## src/rtl/time_uart_formatter_if.sv

```systemverilog
// Handshake bundle between a time-of-day source, the frame formatter and a UART transmitter.
// The formatter connects through the slave modport. The bench or system side uses the master modport.
interface time_uart_formatter_if;
  logic       send;
  logic [5:0] minutes;
  logic [5:0] hours;
  logic       txDone;
  logic       startTransmission;
  logic [7:0] dataBits;
  logic       busy;
  logic       error;

  modport master (
    output send,
    output minutes,
    output hours,
    output txDone,
    input  startTransmission,
    input  dataBits,
    input  busy,
    input  error
  );

  modport slave (
    input  send,
    input  minutes,
    input  hours,
    input  txDone,
    output startTransmission,
    output dataBits,
    output busy,
    output error
  );
endinterface

```

## src/rtl/time_uart_formatter.sv

```systemverilog
// Sends a snapshot of the current time as "HH:MM" CR LF, one character per UART handshake.
// A handshake that is never acknowledged aborts the frame and sets a sticky error flag.
module time_uart_formatter #(
  parameter int NrOfChars  = 7,
  parameter int AckTimeout = 1024
) (
  input logic                  clock,
  input logic                  reset,
  time_uart_formatter_if.slave bus
);

  localparam int            CntW    = $clog2(AckTimeout + 1);
  localparam logic [2:0]    LastIdx = 3'(NrOfChars - 1);
  localparam logic [CntW-1:0] TmoLast = CntW'(AckTimeout - 1);

  typedef enum logic [2:0] {
    IDLE,
    LOAD,
    START,
    WAIT_ACK,
    WAIT_DONE,
    NEXT
  } state_t;

  state_t          state;
  state_t          state_nxt;
  logic [2:0]      idx;
  logic [5:0]      hours_q;
  logic [5:0]      minutes_q;
  logic [7:0]      data_q;
  logic            error_q;
  logic [CntW-1:0] tmo_cnt;

  logic snap_en;
  logic load_en;
  logic idx_clr;
  logic idx_inc;
  logic cnt_clr;
  logic cnt_inc;
  logic err_set;

  function automatic logic [7:0] ascii_tens(input logic [5:0] v);
    logic [5:0] t;
    t = v / 6'd10;
    return 8'h30 + {2'b00, t};
  endfunction

  function automatic logic [7:0] ascii_ones(input logic [5:0] v);
    logic [5:0] o;
    o = v % 6'd10;
    return 8'h30 + {2'b00, o};
  endfunction

  function automatic logic [7:0] frame_char(input logic [2:0] i,
                                            input logic [5:0] h,
                                            input logic [5:0] m);
    logic [7:0] c;
    case (i)
      3'd0:    c = ascii_tens(h);
      3'd1:    c = ascii_ones(h);
      3'd2:    c = 8'h3A;
      3'd3:    c = ascii_tens(m);
      3'd4:    c = ascii_ones(m);
      3'd5:    c = 8'h0D;
      3'd6:    c = 8'h0A;
      default: c = 8'h00;
    endcase
    return c;
  endfunction

  always_ff @(posedge clock or posedge reset) begin
    if (reset) begin
      state <= IDLE;
    end else begin
      state <= state_nxt;
    end
  end

  always_comb begin
    state_nxt = state;
    snap_en   = 1'b0;
    load_en   = 1'b0;
    idx_clr   = 1'b0;
    idx_inc   = 1'b0;
    cnt_clr   = 1'b0;
    cnt_inc   = 1'b0;
    err_set   = 1'b0;
    case (state)
      IDLE: begin
        // A request while the transmitter is still busy is dropped, not queued.
        if (bus.send && bus.txDone) begin
          snap_en   = 1'b1;
          state_nxt = LOAD;
        end
      end
      LOAD: begin
        load_en   = 1'b1;
        state_nxt = START;
      end
      START: begin
        cnt_clr   = 1'b1;
        state_nxt = WAIT_ACK;
      end
      WAIT_ACK: begin
        if (!bus.txDone) begin
          state_nxt = WAIT_DONE;
        end else if (tmo_cnt == TmoLast) begin
          err_set   = 1'b1;
          idx_clr   = 1'b1;
          state_nxt = IDLE;
        end else begin
          cnt_inc = 1'b1;
        end
      end
      WAIT_DONE: begin
        if (bus.txDone) begin
          state_nxt = NEXT;
        end
      end
      NEXT: begin
        if (idx == LastIdx) begin
          idx_clr   = 1'b1;
          state_nxt = IDLE;
        end else begin
          idx_inc   = 1'b1;
          state_nxt = LOAD;
        end
      end
      default: begin
        idx_clr   = 1'b1;
        state_nxt = IDLE;
      end
    endcase
  end

  always_ff @(posedge clock or posedge reset) begin
    if (reset) begin
      idx       <= 3'd0;
      hours_q   <= 6'd0;
      minutes_q <= 6'd0;
      data_q    <= 8'h00;
      error_q   <= 1'b0;
      tmo_cnt   <= '0;
    end else begin
      if (snap_en) begin
        hours_q   <= bus.hours;
        minutes_q <= bus.minutes;
      end
      if (idx_clr) begin
        idx <= 3'd0;
      end else if (idx_inc) begin
        idx <= idx + 3'd1;
      end
      // The character is held until the next LOAD, so it stays stable for the whole handshake.
      if (load_en) begin
        data_q <= frame_char(idx, hours_q, minutes_q);
      end
      if (cnt_clr) begin
        tmo_cnt <= '0;
      end else if (cnt_inc) begin
        tmo_cnt <= tmo_cnt + 1'b1;
      end
      if (err_set) begin
        error_q <= 1'b1;
      end
    end
  end

  assign bus.startTransmission = (state == START);
  assign bus.busy              = (state != IDLE);
  assign bus.dataBits          = data_q;
  assign bus.error             = error_q;

endmodule

```

## src/flat_wrapper.sv

```systemverilog
// flat-port wrapper written by rule: the top's interface ports become plain ports
module time_uart_formatter_flat 
#(
  parameter int NrOfChars  = 7,
  parameter int AckTimeout = 1024
)
  (clock, reset, bus_send, bus_minutes, bus_hours, bus_txDone, bus_startTransmission, bus_dataBits, bus_busy, bus_error);
  time_uart_formatter_if bus_i ();
  input logic clock;
  input logic reset;
  input wire logic [$bits(bus_i.send)-1:0] bus_send;
  input wire logic [$bits(bus_i.minutes)-1:0] bus_minutes;
  input wire logic [$bits(bus_i.hours)-1:0] bus_hours;
  input wire logic [$bits(bus_i.txDone)-1:0] bus_txDone;
  output wire logic [$bits(bus_i.startTransmission)-1:0] bus_startTransmission;
  output wire logic [$bits(bus_i.dataBits)-1:0] bus_dataBits;
  output wire logic [$bits(bus_i.busy)-1:0] bus_busy;
  output wire logic [$bits(bus_i.error)-1:0] bus_error;
  assign bus_i.send = bus_send;
  assign bus_i.minutes = bus_minutes;
  assign bus_i.hours = bus_hours;
  assign bus_i.txDone = bus_txDone;
  assign bus_startTransmission = bus_i.startTransmission;
  assign bus_dataBits = bus_i.dataBits;
  assign bus_busy = bus_i.busy;
  assign bus_error = bus_i.error;
  time_uart_formatter #(.NrOfChars(NrOfChars), .AckTimeout(AckTimeout)) u_core (.clock(clock), .reset(reset), .bus(bus_i));
endmodule
```

## config.mk

```make
export PLATFORM = sky130hd
export DESIGN_NAME = time_uart_formatter_flat
export DESIGN_NICKNAME = d
export VERILOG_FILES = /design/src/rtl/time_uart_formatter_if.sv /design/src/rtl/time_uart_formatter.sv /design/src/flat_wrapper.sv
export SDC_FILE = /design/constraint.sdc
export NUM_CORES = 1
export LEC_CHECK = 0
export BUFFER_PORTS_ARGS = -buffer_cell sky130_fd_sc_hd__buf_2
export CAP_MARGIN = 20
export CORE_ASPECT_RATIO = 0.75
export CORE_MARGIN = 1
export CORE_UTILIZATION = 63
export DETAILED_ROUTE_END_ITERATION = 10
export PLACE_DENSITY = 0.92
export SETUP_SLACK_MARGIN = 0.15
export SLEW_MARGIN = 20
export SYNTH_ARGS = -nofsm -noshare
export SYNTH_HDL_FRONTEND = slang
export SYNTH_SLANG_ARGS = --single-unit
export TNS_END_PERCENT = 20
```

## constraint.sdc

```tcl
create_clock -name clock -period 7.1 [get_ports clock]
set_clock_uncertainty 0.05 [all_clocks]
set_input_delay 2.13 -clock clock [delete_from_list [all_inputs] [get_ports clock]]
set_output_delay 2.13 -clock clock [all_outputs]
set_load 0.1 [all_outputs]
```

Yosys cells after proc, flatten, opt, wreduce, memory -nomap -nowiden
Index checks and enable logic that the tools add are counted. W data, S select, Z words.

Register bits after elaboration: 38. Input port bits: 16. Output and inout port bits: 11. Word-level logic and storage cells: 65.

Add/subtract/negate cells: 6. Div/mod/pow operators: 4. Equality and inequality tests: 15. Multiplexer cells: 25. Reductions and logical operators: 8.

Operators by type and width (count): $pmux W8 S7 (1); $add A6 B6 Y7 const A (4); $mux W11 (2); $mux W3 (6); $pmux W3 S6 (1); $eq A3 B3 Y1 const B (5); $mux W1 (14); $div A6 B4 Y6 const B (2); $eq A3 B2 Y1 const B (4); $mod A6 B4 Y6 const B (2); $add A11 B1 Y11 const B (1); $eq A11 B10 Y1 const B (1); $eq A3 B1 Y1 const B (2); $logic_not A3 Y1 (2); $reduce_bool A2 Y1 (2); $reduce_or A4 Y1 (1); $add A3 B1 Y3 const B (1); $ne A3 B2 Y1 const B (1); $pmux W1 S3 (1); $reduce_and A3 Y1 (1); $reduce_bool A3 Y1 (1); $ne A2 B1 Y1 const B (1); $ne A2 B2 Y1 const B (1); $logic_and A1 B1 Y1 (1).

Logic depth before layout (Yosys ltp)
Word-level depth: 6. Gate-level depth with buffers: 11. Gate-level depth less buffers: 11.

Worst setup path after synthesis
OpenSTA, ideal clock, no wires.

Path kind: register -> output. From: reg u_core.state[1]. To: out bus_startTransmission. Arrival time: 1.938 ns. Data required time: 4.920 ns. Path slack: 2.982 ns. Cell stages (with the launch flop): 4. Buffers on the path: 2. Path through: dfrtp_1 -> clkbuf_1 -> nor3b_1 -> clkbuf_1.

Word-level cells in the longest chain between the ends: 1.

RTL lines: from (decl) (line time_uart_formatter.sv:25) `state_t state;`; from (signal assigned) (line time_uart_formatter.sv:75) `state <= state_nxt;`; $eq A3 B2 Y1 (line time_uart_formatter.sv:169) `assign bus.startTransmission = (state == START);`; to (decl) (line flat_wrapper.sv:15) `output wire logic [$bits(bus_i.startTransmission)-1:0] bus_startTransmission;`.

No other way between the ends.

Worst setup path after layout
Same ends and word-level chain as after synthesis.

==> results by group <==
CTS
  • Setup bufs post-CTS: 0
  • Clock root buffer: clkbuf_8
  • Hold Buf Count CTS: 0
  • Clock buffer depth: 2
  • Worst skew pair latency: ~300 ps
  • Cts bufs inserted: 5
  • Post-CTS Resized: 0
  • Worst-path clk slew: ~70 ps
  • # clock sinks: 37
  • CTS tree: done
  • H-Tree Depth: 2

Drt
  • WL final: 5100 um
  • Pre-Repair DR Iteration Count: 4
  • Via density: 6.16
  • ANT nets after route: 0
  • DR WL/cell: roughly 15 um
  • Iteration-0 DRC count of the detailed router: between 200 and 300
  • Residual DRC count: 0
  • Vias: ~2100

Floorplanning
  • Starting density of the core: between 60 and 70%
  • # IOs: 27
  • Die Span Y: ~56 um
  • Core Rows: 19
  • Core Region: 3680 um2
  • Die ar.: a little over 4000 um2
  • DIE WIDTH: about 74 um

Timing
  • Least-Margin Pin Slew: 680 ps
  • Slew HR: 54.6%
  • Clock period minus worst slack: between 3000 and 4000 ps
  • Hold Vio Cnt, Final: 0
  • Tcrit/Tclk final: 55.0%
  • F_max: around 260 MHz
  • Unrepaired setup endpoints after global routing: false
  • Slew Limit Fails: 0
  • Setup TNS Final: 0 ps
  • Endpoints failing setup: 0

Power
  • Net Switching: between 0.7 and 0.8 mW
  • Power Internal: approximately 0.69 mW
  • Pwr Density: about 520 nW/um2
  • VDD IR-drop max: 0.000335 V
  • Share of power burned in registers: 30.1%
  • Combinational share of power: 54.4%
  • Leakage: about 1.2 nW
  • Sw Ratio: between 50% and 60%
  • Clock power frac: 15.5%

Synth
  • Post-synthesis cell area: roughly 2400 um2
  • Top area cells in the synthesized netlist: dfrtp_1, a21oi_1, ha_1
  • Syn nets: 293
  • Netlist cell types: between 60 and 70
  • Post-synthesis async set-or-reset flop share: 100%
  • EDFF count, synth: 0
  • Synth Instances: roughly 270
  • Synth Flop Type: dfrtp_1
  • Yosys top cell by area: dfrtp_1
  • Register bit total from synthesis: 37
  • Warnings from Yosys: 0
  • Post-synthesis sequential area ratio: about two fifths
  • Synth Area per Inst: between 9 and 10 um2
  • Top cell type's share of synthesized area: roughly two fifths

Critical path
  • Largest delay share family, worst path: buffers and inverters
  • CP Buf/Inv Count: 2
  • CP Max Fanout: 12
  • Largest stage delay, worst path: ~520 ps
  • Arrival @ worst endpoint: 1720 ps
  • Worst Setup Path Type: flop to output pin
  • Critical path capture point type: output pin
  • Cell at the slowest stage of the critical path: dfrtp_1
  • Worst setup SP type: flop
  • Worst path cell trace: nor3b_1 > buf_4 > buf_2
  • R2R Setup Slk: roughly 4200 ps
  • Critical Path RT: roughly 4900 ps

Place
  • Dpl hpwl: 3670 um
  • Port Buffer Count: 25
  • Gpl congestion: 0.841

Final layout
  • Final #Nets: between 300 and 400
  • Area grow syn2layout: 10.5%
  • Filler cell count: ~270
  • Antenna Diode Count: 0
  • Commonest non-fill, non-tap cell in the layout: dfrtp_1
  • Util after Layout: 72.9%
  • Most frequent cells in the layout: dfrtp_1, buf_2, nor2_1
  • Share of cells above drive strength 1: 20.6%

Job
  • Number of max-cap violations: 0

Global route
  • GRT Total Usage: between 20 and 30%
  • Vias in the first global route: between 1500 and 2000
  • First-pass GRT wire length: 8560 um
  • Largest net degree at the start of global routing: 38
  • Total grt overflow: 0
  • Initial antenna violation count: 0

Outcome
  • Status: finished, final reports clean

Min path
  • Hold Path Class: flop to flop
[final timing paths]
kind,start,endpoint,cells after the start
worst min-delay path,u_core.bus.error,u_core.bus.error,1
max in group asynchronous,reset,u_core.state[0],3
worst min register to register,u_core.bus.error,u_core.bus.error,1
worst max-delay path,u_core.state[1],bus_startTransmission,3
worst max register to register,u_core.minutes_q[4],u_core.bus.dataBits[5],11
min in group asynchronous,reset,u_core.state[2],3
[power groups by stage]
stage	sequential (mW)	combinational [mW]	clock, mW
after floorplan	0.447	0.591	0
after global placement	0.413	0.725	0
after detailed placement	0.420	0.746	0
after CTS	0.416	0.753	0.221
after global routing	0.436	0.825	0.228
final	0.422	0.761	0.217
[logic make-up (layout without fill, tap and decap cells)]
| logic type | count (synthesis) | in the layout | share of synthesized area [%] |
|---|---|---|---|
| compound gates | 78 | 78 | 22.3 |
| xor+xnor | 10 | 10 | 3.60 |
| fa+ha+maj | 8 | 8 | 4.12 |
| buf+inv | 30 | 48 | 5.45 |
| flops | 37 | 37 | 38.1 |
| mux | 12 | 12 | 5.35 |
| other cells | 2 | 2 | 0.309 |
| simple gates | 92 | 92 | 20.8 |
[per-stage QoR]
step                total power [mW]  hold WS [ps]  setup WS [ps]  instances  instance area (um2)
floorplan                       1.04           431           2980        269                 2430
global placement                1.14           403           3500        331                 2550
detailed placement              1.17           398           3450        331                 2550
CTS                             1.39           426           3190        339                 2690
global route                    1.49           446           3100        339                 2690
finish                          1.40           417           3200        339                 2690
[cells in the mapped netlist, types with 4 or more instances]
cell / count
dfrtp_1: 37
nor2_1: 21
a21oi_1: 20
o21ai_0: 20
nand2_1: 18
inv_1: 12
clkbuf_1: 9
ha_1: 8
mux2_2: 8
nor2b_1: 7
nor3_1: 7
nand3_1: 5
nand4_1: 5
o211ai_1: 5
xnor2_1: 5
xor2_1: 5
buf_2: 4
mux2i_1: 4
[per-layer routing]
layer  track usage [%]  vias to the layer above  share of wire (%)
met5                 0                        -                  0
met2              39.4                       91                 43
li1                  -                     1009                  -
met4              8.52                        0                1.1
met3              6.52                        8                7.4
met1              40.0                      980                 48
[worst register-to-register path: stages, from the launching register on]
cell and delay (ps):
dfrtp_1 560, inv_2 90, ha_1 360, inv_1 100
o21ai_0 120, a221oi_2 490, o211ai_1 210, ha_1 330
inv_1 40, a21oi_1 130, o221ai_1 150, o21a_1 160
[registers in the layout, indices dropped and copies added, names as in the netlist]
name and flops:
u_core.bus.dataBits 7, u_core.bus.error 1, u_core.hours_q 6, u_core.idx 3, u_core.minutes_q 6, u_core.state 3
u_core.tmo_cnt 11
[cell type report]
class	instances	area, um2	share of cell area [%]
Multi-Input combinational cell	202	1370	51.1
Sequential cell	37	926	34.5
Timing Repair Buffer	27	140	5.22
Clock buffer	5	68.8	2.56
Clock inverter	3	65.1	2.42
Tap cell	52	65.1	2.42
Inverter	13	48.8	1.82
Note: power is estimated with default switching activity, not from simulation.
